===== config.mk =====
export PLATFORM = sky130hd
export DESIGN_NAME = noc_inject_arbiter_flat
export DESIGN_NICKNAME = d
export VERILOG_FILES = /design/src/rtl/noc_pkg.sv /design/src/rtl/noc_inject_arbiter_if.sv /design/src/rtl/rr_pick.sv /design/src/rtl/noc_inject_arbiter.sv /design/src/flat_wrapper.sv
export SDC_FILE = /design/constraint.sdc
export NUM_CORES = 1
export LEC_CHECK = 0
export CORE_AREA = 2 2 524 526
export DETAILED_ROUTE_END_ITERATION = 8
export DIE_AREA = 0 0 526 528
export GPL_TIMING_DRIVEN = 0
export HOLD_SLACK_MARGIN = 0.06
export PLACE_DENSITY_LB_ADDON = 0.08
export SYNTH_ARGS = -nofsm -noshare
export SYNTH_HDL_FRONTEND = slang
export SYNTH_SLANG_ARGS = --single-unit

===== constraint.sdc =====
create_clock -name clk -period 5.3 [get_ports clk]
set_input_delay 1.59 -clock clk [delete_from_list [all_inputs] [get_ports clk]]
set_output_delay 1.59 -clock clk [all_outputs]
set_load 0.02 [all_outputs]

===== src/rtl/noc_pkg.sv =====
// noc_pkg: shared NoC flit field widths, field offsets and PE numbering helpers
package noc_pkg;
  localparam int X           = 4;
  localparam int Y           = 4;
  localparam int DEST_X      = 2;
  localparam int DEST_Y      = 2;
  localparam int SOURCE_X    = 8;
  localparam int SOURCE_Y    = 8;
  localparam int DATA_WIDTH  = 240;
  localparam int TOTAL_WIDTH = DEST_X + DEST_Y + SOURCE_X + SOURCE_Y + DATA_WIDTH;
  function automatic int off_dest_x();
    return 0;
  endfunction
  function automatic int off_dest_y();
    return DEST_X;
  endfunction
  function automatic int off_src_x();
    return DEST_X + DEST_Y;
  endfunction
  function automatic int off_src_y();
    return DEST_X + DEST_Y + SOURCE_X;
  endfunction
  function automatic int off_payload();
    return DEST_X + DEST_Y + SOURCE_X + SOURCE_Y;
  endfunction
  function automatic int pe_num(int x, int y);
    return y * X + x;
  endfunction
  // index width that stays at least one bit for a single requester
  function automatic int idx_w(int n);
    return n > 1 ? $clog2(n) : 1;
  endfunction
endpackage


===== src/rtl/noc_inject_arbiter_if.sv =====
// noc_inject_arbiter_if: requester flits in, one registered flit out to the router local port
interface noc_inject_arbiter_if
  import noc_pkg::*;
#(parameter int NUM_REQ = 4);
  localparam int IW = idx_w(NUM_REQ);
  logic [NUM_REQ*TOTAL_WIDTH-1:0] req_data;
  logic [NUM_REQ-1:0]             req_valid;
  logic [NUM_REQ-1:0]             req_ready;
  logic [TOTAL_WIDTH-1:0]         o_data;
  logic                           o_valid;
  logic                           i_ready;
  logic [IW-1:0]                  grant_idx;
  modport master (output req_data, req_valid, i_ready, input req_ready, o_data, o_valid, grant_idx);
  modport slave  (input req_data, req_valid, i_ready, output req_ready, o_data, o_valid, grant_idx);
endinterface


===== src/rtl/rr_pick.sv =====
// rr_pick: combinational rotating-priority picker, scans ptr, ptr+1, ... mod N for the first request
module rr_pick #(
  parameter int N  = 4,
  parameter int IW = 2
) (
  input  logic [N-1:0]  req_i,
  input  logic [IW-1:0] ptr_i,
  output logic [N-1:0]  gnt_o,
  output logic [IW-1:0] idx_o,
  output logic          any_o
);
  // scanning downward lets the closest request to ptr overwrite farther ones
  always_comb begin
    gnt_o = '0;
    idx_o = '0;
    any_o = 1'b0;
    for (int i = N - 1; i >= 0; i--) begin
      if (req_i[(int'(ptr_i) + i) % N]) begin
        gnt_o = '0;
        gnt_o[(int'(ptr_i) + i) % N] = 1'b1;
        idx_o = IW'((int'(ptr_i) + i) % N);
        any_o = 1'b1;
      end
    end
  end
endmodule


===== src/rtl/noc_inject_arbiter.sv =====
// noc_inject_arbiter: round-robin share of one router injection port among NUM_REQ PEs.
// Defining ARB_STATS_EN adds a 32-bit grant counter per requester readable via stat_sel.
module noc_inject_arbiter
  import noc_pkg::*;
#(
  parameter int  NUM_REQ = 4,
  localparam int IW      = idx_w(NUM_REQ)
) (
  input  logic                  clk,
  input  logic                  rstn,
  noc_inject_arbiter_if.slave   bus,
  input  logic [IW-1:0]         stat_sel,
  output logic [31:0]           stat_count
);
  localparam int TW = TOTAL_WIDTH;
  logic               slot_free;
  logic               pick_any;
  logic [NUM_REQ-1:0] pick_gnt;
  logic [IW-1:0]      pick_idx;
  logic [IW-1:0]      ptr_q, ptr_d;
  logic [IW-1:0]      grant_q;
  logic [TW-1:0]      o_data_q;
  logic               o_valid_q;
  assign slot_free = !o_valid_q || bus.i_ready;
  // nothing is offered while the slot is held or the block is in reset
  rr_pick #(.N(NUM_REQ), .IW(IW)) u_pick (
    .req_i (bus.req_valid & {NUM_REQ{slot_free & rstn}}),
    .ptr_i (ptr_q),
    .gnt_o (pick_gnt),
    .idx_o (pick_idx),
    .any_o (pick_any)
  );
  assign ptr_d         = (int'(pick_idx) == NUM_REQ - 1) ? '0 : pick_idx + 1'b1;
  assign bus.req_ready = pick_gnt;
  assign bus.o_data    = o_data_q;
  assign bus.o_valid   = o_valid_q;
  assign bus.grant_idx = grant_q;
  always_ff @(posedge clk) begin
    if (!rstn) begin
      o_valid_q <= 1'b0;
      o_data_q  <= '0;
      grant_q   <= '0;
      ptr_q     <= '0;
    end else if (slot_free) begin
      o_valid_q <= pick_any;
      if (pick_any) begin
        o_data_q <= bus.req_data[int'(pick_idx)*TW +: TW];
        grant_q  <= pick_idx;
        ptr_q    <= ptr_d;
      end
    end
  end
`ifdef ARB_STATS_EN
  logic [31:0] cnt_q [NUM_REQ];
  always_ff @(posedge clk) begin
    if (!rstn) begin
      for (int i = 0; i < NUM_REQ; i++) cnt_q[i] <= '0;
    end else if (pick_any) begin
      cnt_q[pick_idx] <= cnt_q[pick_idx] + 32'd1;
    end
  end
  assign stat_count = (int'(stat_sel) < NUM_REQ) ? cnt_q[stat_sel] : '0;
`else
  logic unused_stat_sel;
  assign unused_stat_sel = ^stat_sel;
  assign stat_count      = '0;
`endif
endmodule


===== src/flat_wrapper.sv =====
// flat-port wrapper written by rule: the top's interface ports become plain ports
module noc_inject_arbiter_flat import noc_pkg::*;
#(
  parameter int  NUM_REQ = 4,
  localparam int IW      = idx_w(NUM_REQ)
)
  (clk, rstn, stat_sel, stat_count, bus_req_data, bus_req_valid, bus_i_ready, bus_req_ready, bus_o_data, bus_o_valid, bus_grant_idx);
  noc_inject_arbiter_if #(.NUM_REQ(NUM_REQ)) bus_i ();
  input  logic clk;
  input  logic rstn;
  input  logic [IW-1:0] stat_sel;
  output logic [31:0] stat_count;
  input wire logic [$bits(bus_i.req_data)-1:0] bus_req_data;
  input wire logic [$bits(bus_i.req_valid)-1:0] bus_req_valid;
  input wire logic [$bits(bus_i.i_ready)-1:0] bus_i_ready;
  output wire logic [$bits(bus_i.req_ready)-1:0] bus_req_ready;
  output wire logic [$bits(bus_i.o_data)-1:0] bus_o_data;
  output wire logic [$bits(bus_i.o_valid)-1:0] bus_o_valid;
  output wire logic [$bits(bus_i.grant_idx)-1:0] bus_grant_idx;
  assign bus_i.req_data = bus_req_data;
  assign bus_i.req_valid = bus_req_valid;
  assign bus_i.i_ready = bus_i_ready;
  assign bus_req_ready = bus_i.req_ready;
  assign bus_o_data = bus_i.o_data;
  assign bus_o_valid = bus_i.o_valid;
  assign bus_grant_idx = bus_i.grant_idx;
  noc_inject_arbiter #(.NUM_REQ(NUM_REQ)) u_core (.clk(clk), .rstn(rstn), .bus(bus_i), .stat_sel(stat_sel), .stat_count(stat_count));
endmodule

* After elaboration in Yosys (flattened, before gate mapping)
Index checks and enable logic that the tools add are counted.
** Word-level totals
- Flip-flop bits (word level) :: 265
- Bits in latches :: 0
- Bits in writable memories :: 0
- ROM bits :: 0
- Bits of input ports :: 1049
- Output and inout bits :: 299
- Logic and storage cells :: 66
- Memories :: 0
** Operators by class
- $add $sub $neg :: 4
- $mul :: 1
- Div/mod/pow operators :: 0
- Magnitude comparators :: 8
- Equal/unequal tests :: 1
- Shift operators :: 1
- Multiplexer cells :: 32
- Bitwise logic cells :: 5
- Reductions and logical operators :: 10
** Operators with widths (count)
- indexed part select 1040 x 32 -> 260 bit :: 1
- 2-to-1 mux 4 bit :: 4
- 2-to-1 mux 1 bit :: 15
- less-than comparator 3 x 4 -> 1 bit, second input constant :: 3
- 2-to-1 mux 2 bit :: 5
- greater-or-equal comparator 3 x 1 -> 1 bit, second input constant :: 3
- multiplier 2 x 7 -> 9 bit, second input constant :: 1
- binary-select mux 1 bit (select 2 bit) :: 4
- demux 1 bit (select 2 bit) :: 4
- OR reduction 2 bit :: 3
- adder 2 x 1 -> 2 bit, second input constant :: 2
- adder 2 bit, second input constant :: 2
- AND 4 bit :: 1
- logical AND 1 bit :: 4
- AND 1 bit, first input constant :: 3
- less-than comparator 2 x 3 -> 1 bit, second input constant :: 1
- == test 2 x 1 -> 1 bit, second input constant :: 1
- greater-or-equal comparator 2 x 1 -> 1 bit, second input constant :: 1
- AND reduction 2 bit :: 1
- AND 1 bit :: 1
- logical NOT 1 bit :: 1
- logical OR 1 bit :: 1

* Longest topological paths before layout
- Depth after elaboration :: 13
- Depth in mapped cells :: 14
- Depth with buffers taken out :: 9

* Modules after synthesis
Synthesis repeated with hierarchy kept, for this count alone.
** Second synthesis, totals
- Cells, all modules :: 1020
- Area, all modules :: 15039.4 um2
** By module, submodules not included
- noc_inject_arbiter :: times used 1, cells an instance 959, area each 14530.2 um2, sequential area each 5305.1 um2
- rr_pick :: times used 1, cells an instance 61, area each 509.2 um2, sequential area each 0.0 um2

* Least setup slack after synthesis
No wires, ideal clock.
- Path type :: input to output
- From :: input port bus_req_valid[1]
- To :: output port bus_req_ready[0]
- Data arrival time :: 3.096 ns
- Data required time :: 3.710 ns
- Path slack :: 0.614 ns
- Cell stages on the path :: 8
- Path buffers :: 1
- Path through :: clkbuf_1 -> mux2_2 -> mux2i_2 -> and3_1 -> a21oi_1 -> o21ai_0 -> mux2i_1 -> nor2_1
** Between the ends
- Cells in the longest elaborated chain, start to end :: 8
- Elaborated cells on any way between the ends :: 16
- Classes of those cells :: 15 x mux; 1 x bitwise
** RTL lines
- start: declaration :: line flat_wrapper.sv:14 : input wire logic [$bits(bus_i.req_valid)-1:0] bus_req_valid;
- AND 4 bit (*) :: line noc_inject_arbiter.sv:27 : .req_i (bus.req_valid & {NUM_REQ{slot_free & rstn}}),
- binary-select mux 1 bit (select 2 bit) :: line rr_pick.sv:18 : if (req_i[(int'(ptr_i) + i) % N]) begin
- 2-to-1 mux 1 bit (not written as such) (2 in series) :: line rr_pick.sv:18
- 2-to-1 mux 4 bit (3 in series) :: line rr_pick.sv:18
- 2-to-1 mux 4 bit (*) :: line rr_pick.sv:18
- end: declaration :: line flat_wrapper.sv:16 : output wire logic [$bits(bus_i.req_ready)-1:0] bus_req_ready;
Every way passes the cells marked *; elsewhere a longest branch is shown, timed or not. The select of a mux whose other input is x is not followed.

* Final worst setup path
- From :: input port bus_i_ready
- To :: output port bus_req_ready[3]
** Between the ends
- Cells in the longest elaborated chain, start to end :: 10
- Elaborated cells on any way between the ends :: 18
- Classes of those cells :: 15 x mux; 2 x bitwise; 1 x reduce/logical
** RTL lines
- start: declaration :: line flat_wrapper.sv:15 : input wire logic [$bits(bus_i.i_ready)-1:0] bus_i_ready;
- logical OR 1 bit (*) :: line noc_inject_arbiter.sv:24 : assign slot_free = !o_valid_q || bus.i_ready;
- AND 1 bit (*) :: line noc_inject_arbiter.sv:27
- AND 4 bit (*) :: line noc_inject_arbiter.sv:27
- binary-select mux 1 bit (select 2 bit) :: line rr_pick.sv:18
- 2-to-1 mux 1 bit (not written as such) (2 in series) :: line rr_pick.sv:18
- 2-to-1 mux 4 bit (3 in series) :: line rr_pick.sv:18
- 2-to-1 mux 4 bit (*) :: line rr_pick.sv:18
Marks and branches as above.

==> flow_metrics.env <==
export IMPL_arrival_ns=3.52
export IMPL_synth_ff_type="dfxtp_1"
export IMPL_area_growth_pct=118.9
export IMPL_wl_per_cell_um=30.10
export IMPL_grt_first_pass_wirelength_um=261800
export IMPL_met2WireLength_um=102800
export IMPL_die_h_um=528
export IMPL_track_usage_pct=14.40
export IMPL_slowest_stage="clkdlybuf4s50_1"
export IMPL_routed_wl_um=209600
export IMPL_syn_area_um2=16340
export IMPL_clock_latency_ns=0.68
export IMPL_cp_end_kind="output pin"
export IMPL_syn_avg_cell_area_um2=8.553
export IMPL_dp_cells=6841
export IMPL_fin_crit_sh_pct=96.38
export IMPL_hp_class="flop to flop"
export IMPL_clock_fmax_ghz=0.1958
export IMPL_clock_skew_ns=0.04079
export IMPL_wl_met1_um=81580
export IMPL_rsz0062_at_grt="false"
export IMPL_core_um2=272400
export IMPL_initial_core_util_pct=5.997
export IMPL_fin_cells=6963
export IMPL_power_uw=9622
export IMPL_holdPathStages=2
export IMPL_ys_seq_elements=265
export IMPL_synthCells=1910
export IMPL_io_pins=1348
export IMPL_cts_hold_buf=0
export IMPL_dieArea_um2=277700
export IMPL_h_tree_depth=2
export IMPL_p_per_area_nw_per_um2=269.0
export IMPL_drtPass1Iterations=5
export IMPL_holdWs_ns=0.4688
export IMPL_start_kind="primary input"
export IMPL_ys_warn_count=0
export IMPL_clock_path_buffers=3
export IMPL_ff2ff_setup_slack_ns=0.70
export IMPL_reg2reg_from="u_core.ptr_q[0]$_SDFFE_PN0P_"
export IMPL_finalHoldViolations=0
export IMPL_maxCapViolations=0
export IMPL_grt_pass1_vias=23470
export IMPL_critical_path_max_stage_delay_ns=0.46
export IMPL_required_ns=3.71
export IMPL_rows=192
export IMPL_crit_fanout=10
export IMPL_grt_max_degree=13
export IMPL_nets=4355
export IMPL_synth_edff_count=0
export IMPL_worstMarginPinSlew_ns=1.419
export IMPL_gp_routability_congestion=0.8062
export IMPL_status="finished clean"
export IMPL_dp_hpwl_um=178000
export IMPL_ant_nets=0
export IMPL_cts_root_buf="clkbuf_16"
export IMPL_slew_headroom_pct=5.400
export IMPL_post_cts_buffers=0
export IMPL_reg2regPathDepth=12
export IMPL_drive_above_1_share_pct=13.72
export IMPL_avgViaCountPerCell=3.193
export IMPL_grt_overflow=0
export IMPL_synthArstFlopShare_pct=0
export IMPL_holdCritStartpoint="u_core.bus.grant_idx[1]$_SDFFE_PN0P_"
export IMPL_route_met3_wl_um=21740
export IMPL_io_buffers=1308
export IMPL_path_cells="clkdlybuf4s50_1 -> nand2b_2 -> nand2_4 -> buf_4 -> or2_2 -> a21oi_1 -> clkdlybuf4s15_2"
export IMPL_die_w_um=526
export IMPL_cts_buffers=48
export IMPL_setup_viol=0
export IMPL_path_class="primary input to output pin"
export IMPL_p_leak_uw=0.01275
export IMPL_synth_cell_types=43
export IMPL_clk_pin_slew_ns=0.06
export IMPL_drc=0
export IMPL_fin_setup_tns_ns=0
export IMPL_peakVddDrop_mv=0.2117
export IMPL_drv_slew=0
export IMPL_cts_tree="built"
export IMPL_vias=22230
export IMPL_fin_util_pct=13.13
export IMPL_highest_layer="met5"
export IMPL_cts_sinks=265
export IMPL_yosysSeqAreaShare_pct=32.47
export IMPL_antenna_found_initial=160
export IMPL_fin_crit_ns=5.108
export IMPL_reg2reg_to="u_core.bus.o_data[132]$_SDFFE_PN0P_"
export IMPL_drt_iter0_markers=1047
export IMPL_worstHoldEndpoint="u_core.bus.grant_idx[1]$_SDFFE_PN0P_"
==> final cells by class <==
cell class / count / area (um^2)
Clock inverter: 7 / 46.29
Timing Repair Buffer: 1311 / 13160
Sequential cell: 265 / 5306
Multi-Input combinational cell: 1433 / 9823
Fill cell: 31340 / 236700
Inverter: 3 / 11.26
Clock buffer: 78 / 1486
Antenna cell: 37 / 92.59
Tap cell: 3589 / 4491
Buffer: 240 / 1356
==> worst max-delay path by stage <==
stage	startpoint	endpoint	depth (start not counted)
4_1_cts	bus_i_ready	bus_req_ready[3]	7
5_1_grt	bus_req_valid[2]	bus_req_ready[1]	9
3_5_place_dp	bus_i_ready	u_core.bus.o_data[18]$_SDFFE_PN0P_	9
2_1_floorplan	bus_req_valid[1]	bus_req_ready[0]	8
6_report	bus_i_ready	bus_req_ready[3]	7
3_3_place_gp	bus_i_ready	u_core.bus.o_data[18]$_SDFFE_PN0P_	8
==> Yosys cell counts, types with 3 or more instances <==
cell      count  share of area, %
inv_1         3             0.069
ha_1          4              0.31
mux2i_1      10              0.61
mux2_4       60               5.5
dfxtp_1     265                32
o21ai_0      11              0.34
buf_2        35               1.1
a211oi_1      3              0.14
buf_1        16              0.37
buf_6        13              0.90
nand2_1     268               6.2
o221ai_1    253                14
nor3_1        8              0.25
nor2_1       19              0.44
nor2b_1       6              0.23
buf_4        50               2.3
o211ai_1      8              0.37
mux2_2      194                13
clkbuf_1    119               2.7
buf_12        7              0.86
a21oi_1     517                16
a31oi_1      12              0.46
==> cells by family after synthesis <==
| logic type | after synthesis | synth area share, % |
|---|---|---|
| xor+xnor | 1 | 0.05362 |
| simple gates | 313 | 7.551 |
| fa+ha+maj | 4 | 0.3064 |
| other cells | 1 | 0.02295 |
| compound gates | 816 | 31.44 |
| buf+inv | 243 | 8.294 |
| flops | 265 | 32.47 |
| mux | 267 | 19.86 |
==> timing repair <==
item	in CTS	in global routing
cloned	0	0
gates resized for setup	15	4
endpoints found under the hold margin	0	0
endpoints found under the setup margin	4	3
==> state kept, by name, summed over array words and instances (netlist names) <==
name and cells:
u_core.bus.o_data 260, u_core.bus.grant_idx 2, u_core.ptr_q 2, u_core.bus.o_valid 1
==> worst max-delay path: cells and delay by family <==
family	cells	cell delay [ns]
AO/OA/AOI/OAI	1	0.20
AND/OR/NAND/NOR	3	0.68
buffers and inverters	3	1.05
==> through the flow <==
stage               cell area, um^2  setup WS, ns
global placement              34040        -1.745
floorplan                     16450        0.6145
global route                  35680       0.02172
detailed placement            34120       -0.7486
finish                        35770        0.1919
CTS                           35670       0.01164
==> where the power goes <==
part           internal [uW]  switching (uW)  total (uW)
combinational           1800            2110        3910
sequential              2230             169        2400
clock                   1890            1410        3310
==> cell usage in the layout (no fill, tap or decap), types with 3 or more instances in the layout <==
cell type / instances
a211oi_1: 3
nor2b_1: 6
nor2_1: 18
a31oi_1: 12
buf_12: 8
mux2_4: 60
buf_2: 35
ha_1: 4
diode_2: 37
buf_6: 13
o21ai_0: 11
a21oi_1: 517
mux2i_1: 10
clkbuf_8: 13
buf_4: 51
o211ai_1: 8
conb_1: 32
o221ai_1: 253
dfxtp_1: 264
clkbuf_2: 7
clkdlybuf4s50_1: 1304
buf_1: 16
clkbuf_1: 126
clkbuf_16: 50
inv_1: 3
nand2_1: 267
clkinv_2: 6
nor3_1: 8
mux2_2: 194
==> layer usage <==
| metal | GRT usage [%] | up-vias |
|---|---|---|
| li1 | - | 10050 |
| met1 | 16.26 | 10610 |
| met2 | 25.46 | 1160 |
| met3 | 6.371 | 313 |
| met4 | 1.631 | 102 |
| met5 | 0 | - |
Note: power is estimated with default switching activity, not from simulation.
